`src/rtl/tnn_feature_packer_if.sv`:
```
// Handshake bundle between the raw feature feeder (master) and the TNN feature packer (slave).
interface tnn_feature_packer_if #(
    parameter int unsigned IN_W = 8,
    parameter int unsigned Q_W  = 3
);
    logic            in_valid;
    logic            in_ready;
    logic [IN_W-1:0] in_data;
    logic            in_last;
    logic            out_valid;
    logic            out_ready;
    logic [Q_W-1:0]  out_a;
    logic [Q_W-1:0]  out_b;
    logic [Q_W-1:0]  out_c;
    logic [Q_W-1:0]  out_d;
    logic            err_frame;

    modport master (
        output in_valid, in_data, in_last, out_ready,
        input  in_ready, out_valid, out_a, out_b, out_c, out_d, err_frame
    );

    modport slave (
        input  in_valid, in_data, in_last, out_ready,
        output in_ready, out_valid, out_a, out_b, out_c, out_d, err_frame
    );
endinterface

```
`src/rtl/tnn_feature_packer.sv`:
```
// Quantises raw features and packs four per frame (a,b,c,d) for the TNN comparator neuron.
// Optional TNN_PACKER_SKID_EN adds a second frame buffer so collection overlaps presentation.
module tnn_feature_packer #(
    parameter int unsigned IN_W = 8,
    parameter int unsigned Q_W  = 3
) (
    input logic                 clk,
    input logic                 rst,
    tnn_feature_packer_if.slave io_bus
);
    localparam int unsigned SH = IN_W - Q_W;
    localparam logic [IN_W:0] HALF = {{IN_W{1'b0}}, 1'b1} << (SH - 1);
    localparam logic [IN_W:0] QMAX_W = {{(SH + 1){1'b0}}, {Q_W{1'b1}}};

    // Round half up; the extra bit keeps x = 2**IN_W-1 from wrapping before saturation.
    function automatic logic [Q_W-1:0] quantise(input logic [IN_W-1:0] x);
        logic [IN_W:0] sum;
        logic [IN_W:0] scaled;
        sum    = {1'b0, x} + HALF;
        scaled = sum >> SH;
        return (scaled > QMAX_W) ? {Q_W{1'b1}} : scaled[Q_W-1:0];
    endfunction

    logic [Q_W-1:0]       w_q;
    logic                 w_in_ready;
    logic                 w_out_valid;
    logic                 w_accept;
    logic                 w_close;
    logic                 w_frame_err;
    logic [3:0][Q_W-1:0]  w_frame;
    logic [3:0][Q_W-1:0]  r_acc;
    logic [3:0][Q_W-1:0]  r_out;
    logic [1:0]           r_idx;
    logic                 r_err;

    assign w_q         = quantise(io_bus.in_data);
    assign w_accept    = io_bus.in_valid & w_in_ready;
    assign w_close     = w_accept & ((r_idx == 2'd3) | io_bus.in_last);
    // Short frame (last before lane d) or long frame (lane d without last).
    assign w_frame_err = io_bus.in_last ^ (r_idx == 2'd3);

    always_comb begin
        w_frame        = r_acc;
        w_frame[r_idx] = w_q;
    end

    // The accumulator is cleared on close, so unwritten lanes of the next frame read as zero.
    always_ff @(posedge clk or posedge rst) begin
        if (rst) begin
            r_acc <= '0;
            r_idx <= 2'd0;
        end else if (w_accept) begin
            if (w_close) begin
                r_acc <= '0;
                r_idx <= 2'd0;
            end else begin
                r_acc[r_idx] <= w_q;
                r_idx        <= r_idx + 2'd1;
            end
        end
    end

`ifdef TNN_PACKER_SKID_EN
    logic [3:0][Q_W-1:0] r_hold;
    logic                r_hold_valid;
    logic                r_hold_err;
    logic                r_out_valid;
    logic                w_pop;

    assign w_in_ready  = ~r_hold_valid;
    assign w_out_valid = r_out_valid;
    assign w_pop       = r_out_valid & io_bus.out_ready;

    always_ff @(posedge clk or posedge rst) begin
        if (rst) begin
            r_out        <= '0;
            r_out_valid  <= 1'b0;
            r_err        <= 1'b0;
            r_hold       <= '0;
            r_hold_valid <= 1'b0;
            r_hold_err   <= 1'b0;
        end else begin
            r_err <= 1'b0;
            if (w_pop) begin
                // A close cannot coincide with a full hold buffer: in_ready is low then.
                if (r_hold_valid) begin
                    r_out        <= r_hold;
                    r_err        <= r_hold_err;
                    r_hold_valid <= 1'b0;
                end else if (w_close) begin
                    r_out <= w_frame;
                    r_err <= w_frame_err;
                end else begin
                    r_out_valid <= 1'b0;
                end
            end else if (w_close) begin
                if (!r_out_valid) begin
                    r_out       <= w_frame;
                    r_out_valid <= 1'b1;
                    r_err       <= w_frame_err;
                end else begin
                    r_hold       <= w_frame;
                    r_hold_valid <= 1'b1;
                    r_hold_err   <= w_frame_err;
                end
            end
        end
    end
`else
    typedef enum logic {StCollect, StPresent} state_e;

    state_e r_state;
    state_e w_state_d;

    assign w_out_valid = (r_state == StPresent);

    always_ff @(posedge clk or posedge rst) begin
        if (rst) begin
            r_state <= StCollect;
        end else begin
            r_state <= w_state_d;
        end
    end

    always_comb begin
        w_state_d  = r_state;
        w_in_ready = 1'b0;
        case (r_state)
            StCollect: begin
                w_in_ready = 1'b1;
                if (w_close) begin
                    w_state_d = StPresent;
                end
            end
            StPresent: begin
                if (io_bus.out_ready) begin
                    w_state_d = StCollect;
                end
            end
            default: begin
                w_state_d = StCollect;
            end
        endcase
    end

    always_ff @(posedge clk or posedge rst) begin
        if (rst) begin
            r_out <= '0;
            r_err <= 1'b0;
        end else begin
            r_err <= 1'b0;
            if (w_close) begin
                r_out <= w_frame;
                r_err <= w_frame_err;
            end
        end
    end
`endif

    assign io_bus.in_ready  = w_in_ready;
    assign io_bus.out_valid = w_out_valid;
    assign io_bus.out_a     = r_out[0];
    assign io_bus.out_b     = r_out[1];
    assign io_bus.out_c     = r_out[2];
    assign io_bus.out_d     = r_out[3];
    assign io_bus.err_frame = r_err;
endmodule

```
`src/flat_wrapper.sv`:
```
// flat-port wrapper written by rule: the top's interface ports become plain ports
module tnn_feature_packer_flat 
#(
    parameter int unsigned IN_W = 8,
    parameter int unsigned Q_W  = 3
)
  (clk, rst, io_bus_in_valid, io_bus_in_data, io_bus_in_last, io_bus_out_ready, io_bus_in_ready, io_bus_out_valid, io_bus_out_a, io_bus_out_b, io_bus_out_c, io_bus_out_d, io_bus_err_frame);
  tnn_feature_packer_if #(.IN_W(IN_W), .Q_W(Q_W)) io_bus_i ();
  input logic clk;
  input logic rst;
  input wire logic [$bits(io_bus_i.in_valid)-1:0] io_bus_in_valid;
  input wire logic [$bits(io_bus_i.in_data)-1:0] io_bus_in_data;
  input wire logic [$bits(io_bus_i.in_last)-1:0] io_bus_in_last;
  input wire logic [$bits(io_bus_i.out_ready)-1:0] io_bus_out_ready;
  output wire logic [$bits(io_bus_i.in_ready)-1:0] io_bus_in_ready;
  output wire logic [$bits(io_bus_i.out_valid)-1:0] io_bus_out_valid;
  output wire logic [$bits(io_bus_i.out_a)-1:0] io_bus_out_a;
  output wire logic [$bits(io_bus_i.out_b)-1:0] io_bus_out_b;
  output wire logic [$bits(io_bus_i.out_c)-1:0] io_bus_out_c;
  output wire logic [$bits(io_bus_i.out_d)-1:0] io_bus_out_d;
  output wire logic [$bits(io_bus_i.err_frame)-1:0] io_bus_err_frame;
  assign io_bus_i.in_valid = io_bus_in_valid;
  assign io_bus_i.in_data = io_bus_in_data;
  assign io_bus_i.in_last = io_bus_in_last;
  assign io_bus_i.out_ready = io_bus_out_ready;
  assign io_bus_in_ready = io_bus_i.in_ready;
  assign io_bus_out_valid = io_bus_i.out_valid;
  assign io_bus_out_a = io_bus_i.out_a;
  assign io_bus_out_b = io_bus_i.out_b;
  assign io_bus_out_c = io_bus_i.out_c;
  assign io_bus_out_d = io_bus_i.out_d;
  assign io_bus_err_frame = io_bus_i.err_frame;
  tnn_feature_packer #(.IN_W(IN_W), .Q_W(Q_W)) u_core (.clk(clk), .rst(rst), .io_bus(io_bus_i));
endmodule
```
`config.mk`:
```
export PLATFORM = sky130hd
export DESIGN_NAME = tnn_feature_packer_flat
export DESIGN_NICKNAME = d
export VERILOG_FILES = /design/src/rtl/tnn_feature_packer_if.sv /design/src/rtl/tnn_feature_packer.sv /design/src/flat_wrapper.sv
export SDC_FILE = /design/constraint.sdc
export NUM_CORES = 1
export LEC_CHECK = 0
export CAP_MARGIN = 0
export CORE_ASPECT_RATIO = 0.7
export CORE_MARGIN = 3
export CORE_UTILIZATION = 45
export DETAILED_ROUTE_END_ITERATION = 10
export PLACE_DENSITY = 0.83
export SLEW_MARGIN = 10
export SYNTH_ARGS = -nofsm -noshare
export SYNTH_HDL_FRONTEND = slang
export SYNTH_SLANG_ARGS = --single-unit
```
`constraint.sdc`:
```
create_clock -name clk -period 1.9 [get_ports clk]
set_input_delay 0.285 -clock clk [delete_from_list [all_inputs] [get_ports clk]]
set_output_delay 0.285 -clock clk [all_outputs]
set_load 0.01 [all_outputs]
```
== Yosys cells after proc, flatten, opt, wreduce, memory -nomap -nowiden ==
Index checks and enable logic that the tools add are counted.

* Word-level logic and storage cells: 34
* Bits in registers: 28
* Bits of input ports: 13

* Bitwise logic cells: 5
* Muxes and demuxes: 11
* Reduce and logical (&&, ||, !) cells: 1
* Order comparisons: 3
* $add $sub $neg: 2
* Equal/unequal tests: 1

{| class="wikitable"
|+ Operators with widths
! kind !! count
|-
| 12-bit bitwise mux || 1
|-
| 12-bit two-way mux || 1
|-
| 8-bit by 5-bit adder with 9-bit output, second input constant || 1
|-
| 3-bit demux with 2-bit select || 1
|-
| 3-bit two-way mux || 2
|-
| 4-bit by 3-bit > comparator with 1-bit output, second input constant || 1
|-
| 1-bit two-way mux || 4
|-
| 2-bit by 3-bit less-than comparator with 1-bit output, second input constant || 1
|-
| 2-bit by 1-bit adder with 2-bit output, second input constant || 1
|-
| 1-bit bitwise AND || 2
|-
| 2-bit equality test, second input constant || 1
|-
| 2-bit by 1-bit >= comparator with 1-bit output, second input constant || 1
|-
| 2-bit two-way mux || 1
|-
| 1-bit one-hot mux with 2 select lines || 1
|-
| 1-bit logical AND || 1
|-
| 1-bit inverter || 1
|-
| 1-bit bitwise OR || 1
|-
| 1-bit XOR || 1
|}

== Logic depth before layout (Yosys ltp) ==
* Word-level depth: 6
* Mapped depth: 8

== Worst setup path before layout ==
OpenSTA, ideal clock, no wires.

* Path type: register to register
* Start: register u_core.r_idx[0]
* End: register u_core.r_out, in the netlist u_core.io_bus.out_d[0]
* Path buffers: 2
* Library setup time: 118 ps
* Stages on the path, launching flop included: 8
* Path slack: 46 ps
* Period minus slack after synthesis: 1,854 ps
* Arrival time: 1,736 ps
* Required time: 1,782 ps
* Path through: dfrtp_1 ha_1 inv_1 ha_1 or3b_1 buf_6 buf_6 a21o_1

* Word-level cells in the longest chain between the ends: 5

{| class="wikitable"
|+ RTL lines
! item !! line !! RTL
|-
| from (decl) || tnn_feature_packer.sv:33 || <nowiki>logic [1:0] r_idx;</nowiki>
|-
| from (signal assigned) || tnn_feature_packer.sv:58 || <nowiki>r_idx <= r_idx + 2'd1;</nowiki>
|-
| 2-bit by 3-bit less-than comparator with 1-bit output (not written as such) / 2-bit by 1-bit >= comparator with 1-bit output (equally long branches) || tnn_feature_packer.sv:44 || <nowiki>w_frame[r_idx] = w_q;</nowiki>
|-
| 1-bit logical AND (not written as such) || tnn_feature_packer.sv:44 ||
|-
| 3-bit two-way mux (not written as such) || tnn_feature_packer.sv:44 ||
|-
| 3-bit demux with 2-bit select || n/a ||
|-
| 12-bit bitwise mux || tnn_feature_packer.sv:44 ||
|-
| to (signal assigned) || tnn_feature_packer.sv:153 || <nowiki>r_out <= w_frame;</nowiki>
|-
| to (decl) || tnn_feature_packer.sv:32 || <nowiki>logic [3:0][Q_W-1:0] r_out;</nowiki>
|}

Parallel ways exist; a longest one is shown, timed or not.
A chain may end at the register's enable or synchronous reset.

== Final worst setup path ==
* Start: register u_core.r_idx[1]
* End: register u_core.r_out, in the netlist u_core.io_bus.out_a[0]

The elaborated chain is that of the path after synthesis.

==> summary.txt <==
Yosys
  – Synth Cell Area: 1390 sq um
  – Ranking of synthesized cells by area: dfrtp_1 (50%), o21ai_0 (6.8%), ha_1 (5.4%)
  – Seq/Total Area, Yosys: 50.41%
  – Post-synthesis cell type count: 24
  – Yosys top cell by area: dfrtp_1
  – Avg Cell Area, Syn: 10.07 sq um
  – Yosys warns: 0
  – Cells after Synth: 138
  – Yosys top cell area share: 50.41%
  – Register bit total from synthesis: 28
  – Mapped Nets: 157

Timing
  – Relative slew margins: 70.45%
  – Final Hold Viols: 0
  – Fin Setup TNS: 0 ns
  – Count of final setup violators: 0
  – Fin crit share: 93.00%
  – Final Critical Period: 1.767 ns
  – Peak Freq: 565.9 MHz
  – Post-Route Skew: 0.001383 ns
  – RSZ-0062 raised after global routing: yes
  – Actual slew at the worst max-slew pin: 0.4432 ns
  – Fin. max-slew vios: 0
  – Hold Slack: 0.3709 ns

Pwr
  – Cell Int Power: 0.001448 W
  – Sequential Power Share: 41.5%
  – Pwr/cell area: 1210 nW/um^2
  – Sw Ratio: 33.40%
  – Logic pwr share: 41.6%
  – Max IR drop VDD: 0.5398 mV
  – Leak: 0.8121 nW
  – Switching pwr: 0.0007263 W
  – Clock share of power: 17.0%

CTS
  – Worst-Skew Late Latency: 0.27 ns
  – Clk slew on worst S/H paths: 0.09 ns
  – Clk root buf: clkbuf_8
  – TritonCTS buffer count: 3
  – Clock sinks: 28
  – H-tree depth: 1
  – Post-CTS Hold Buffers: 0
  – Clk buf depth: 2
  – CTS tree: done

Detailed routing
  – Total routed wirelength: 3000 um
  – Via Count: 1133
  – Initial DRC Count: 85
  – Wirelength per Cell: 14.49 um
  – Drt drc: 0
  – First-pass DRT Iterations: 4
  – Final ANT Viol Nets: 0
  – Routed vias/inst: 5.473

Critical path
  – CP bufs+invs: 2
  – Worst Path Arrival: 1.99 ns
  – Critical Path Most Common Cell: ha_1
  – Reg2reg path depth: 7
  – Required @ worst endpoint: 2.12 ns
  – CP top delay family: simple AND/OR/NAND/NOR gates
  – CP max-delay cell: or3b_1
  – Cell depth of the worst setup path: 7
  – CP Class: reg2reg
  – Crit path largest cell delay: 0.40 ns
  – CP max FO: 17
  – Critical Path, Cell by Cell: ha_1, inv_1, ha_1, or3b_1, buf_6, a211oi_1, a21o_1
  – Crit start category: flip-flop
  – Critical Path End Type: flip-flop

Floorplanning
  – Core box area: 2863 sq um
  – Number of top-level pins: 28
  – Die Span Y: 52.50 um
  – Full die area: 3803 sq um
  – Initial Util: 48.56%
  – Core Rows: 16
  – Die X-Extent: 72.43 um

Layout
  – Final #Nets: 191
  – Layout cells sized above 1: 11.11%
  – Layout area overhead: 29.25%
  – Fillers: 233
  – Final Cell Area: 1797 sq um
  – Final antenna diode count: 0

Global route
  – First-pass GRT wire length: 5119 um
  – Initial antenna violation count: 0
  – Largest net degree at the start of global routing: 29
  – Total track usage: 17.52%
  – Vias in the first global route: 1101
  – GRT overflow: 0

Run
  – Maxcap violations: 0

Outcome
  – Status: finished, final reports clean

Placement
  – GPL Wtd Cong: 0.8334
  – Final HPWL DP: 2241 um
  – Cell Area, Placed: 1699 sq um
  – IO Port Bufs: 23

Hold path
  – HP Class: in2async
-- layer usage --
| layer | GRT usage (%) | share of wire (%) | vias up |
|---|---|---|---|
| li1 | - | - | 551 |
| met1 | 24.34 | 48 | 543 |
| met2 | 28.70 | 45 | 37 |
| met3 | 4.981 | 6.7 | 2 |
| met4 | 0.9202 | 0.10 | 0 |
| met5 | 0 | 0 | - |
-- layout make-up --
cell class	instances	area [sq um]	share of cell area, %
multi-input cells	98	645.6	35.93
inverters	7	26.28	1.462
repair buffers	34	324.1	18.04
clock buffers	4	55.05	3.064
well taps	36	45.04	2.507
flip-flops and latches	28	700.7	39.00
-- power groups by stage --
stage	Combinational [W]	Sequential (W)	Clock (W)
after floorplan	0.000434	0.000953	0
after global placement	0.000833	0.000905	0
after detailed placement	0.000870	0.000919	0
after CTS	0.000875	0.000906	0.000374
after global routing	0.00100	0.000932	0.000407
final	0.000904	0.000901	0.000369
-- final timing paths --
check                      slack (ns)                          startpoint                            endpoint
max                              0.13         u_core.r_idx[1]$_DFFE_PP0P_  u_core.io_bus.out_a[0]$_DFFE_PP0P_
min                              0.37                                 rst   u_core.io_bus.out_valid$_DFF_PP0_
max reg2reg                      0.13         u_core.r_idx[1]$_DFFE_PP0P_  u_core.io_bus.out_a[0]$_DFFE_PP0P_
min reg2reg                      0.48  u_core.io_bus.out_b[0]$_DFFE_PP0P_  u_core.io_bus.out_b[0]$_DFFE_PP0P_
max in group asynchronous        1.27                                 rst  u_core.io_bus.out_c[1]$_DFFE_PP0P_
min in group clk                 0.48  u_core.io_bus.out_b[0]$_DFFE_PP0P_  u_core.io_bus.out_b[0]$_DFFE_PP0P_
-- state kept, by name, indices dropped and copies added (netlist names) --
name,count
u_core.io_bus.out_b,3
u_core.io_bus.out_valid,1
u_core.r_acc,12
u_core.r_idx,2
u_core.io_bus.out_d,3
u_core.io_bus.out_c,3
u_core.io_bus.out_a,3
u_core.io_bus.err_frame,1
-- kinds of logic (layout without fill, tap and decap cells) --
logic type / count (synthesis) / count (layout) / synth area share (%)
multiplexers: 5 / 5 / 3.601
adder cells (fa/ha/maj): 6 / 6 / 5.400
flip-flops: 28 / 28 / 50.40
AND/OR/NAND/NOR: 41 / 41 / 15.75
AO/OA/AOI/OAI: 46 / 46 / 20.52
buffers and inverters: 12 / 45 / 4.321
-- layout by cell type, fill, tap and decap left out, types with 4 or more instances in the layout --
| master | n |
|---|---|
| o31ai_1 | 4 |
| o21ai_0 | 18 |
| nor2_1 | 4 |
| ha_1 | 6 |
| clkbuf_8 | 4 |
| inv_1 | 7 |
| nand3_1 | 4 |
| clkdlybuf4s50_1 | 23 |
| o21ai_1 | 5 |
| nor2b_1 | 12 |
| dfrtp_1 | 28 |
| nand2_1 | 13 |
| buf_4 | 8 |
| a31oi_1 | 5 |
| a21o_1 | 4 |
| mux2i_1 | 5 |
-- timing repair --
item / CTS / global route
setup endpoints to repair: 0 / 11
endpoints found under the hold margin: 0 / 0
buffers inserted: 0 / 2
resized for setup: 0 / 7
-- Yosys cell counts --
| cell | number |
|---|---|
| dfrtp_1 | 28 |
| o21ai_0 | 19 |
| nand2_1 | 13 |
| nor2b_1 | 12 |
| inv_1 | 7 |
| ha_1 | 6 |
| a31oi_1 | 5 |
| mux2i_1 | 5 |
| a211oi_1 | 4 |
| a21o_1 | 4 |
| nand3_1 | 4 |
| nor2_1 | 4 |
| o21ai_1 | 4 |
| o31ai_1 | 4 |
| a22oi_1 | 3 |
| clkbuf_1 | 3 |
| nand2b_1 | 3 |
| o2bb2ai_1 | 3 |
| buf_6 | 2 |
| and2_1 | 1 |
| nand3b_1 | 1 |
| nor3b_2 | 1 |
| or2_2 | 1 |
| or3b_1 | 1 |
-- worst register-to-register path, cell delays in order, from the launching register on --
cell      delay, ns
dfrtp_1        0.38
ha_1           0.18
inv_1          0.06
ha_1           0.21
or3b_1         0.40
buf_6          0.18
a211oi_1       0.20
a21o_1         0.11
-- through the flow --
| stage | power [W] | util [%] | setup slack [ns] | cells |
|---|---|---|---|---|
| floorplan | 0.001387 | - | 0.04578 | 138 |
| global placement | 0.001738 | 59.35 | -0.03889 | 201 |
| detailed placement | 0.001789 | 59.35 | -0.1010 | 201 |
| CTS | 0.002154 | 61.28 | 0.05530 | 205 |
| global route | 0.002342 | 62.76 | -0.003580 | 207 |
| finish | 0.002174 | 62.76 | 0.1330 | 207 |
Note: power is estimated with default switching activity, not from simulation.
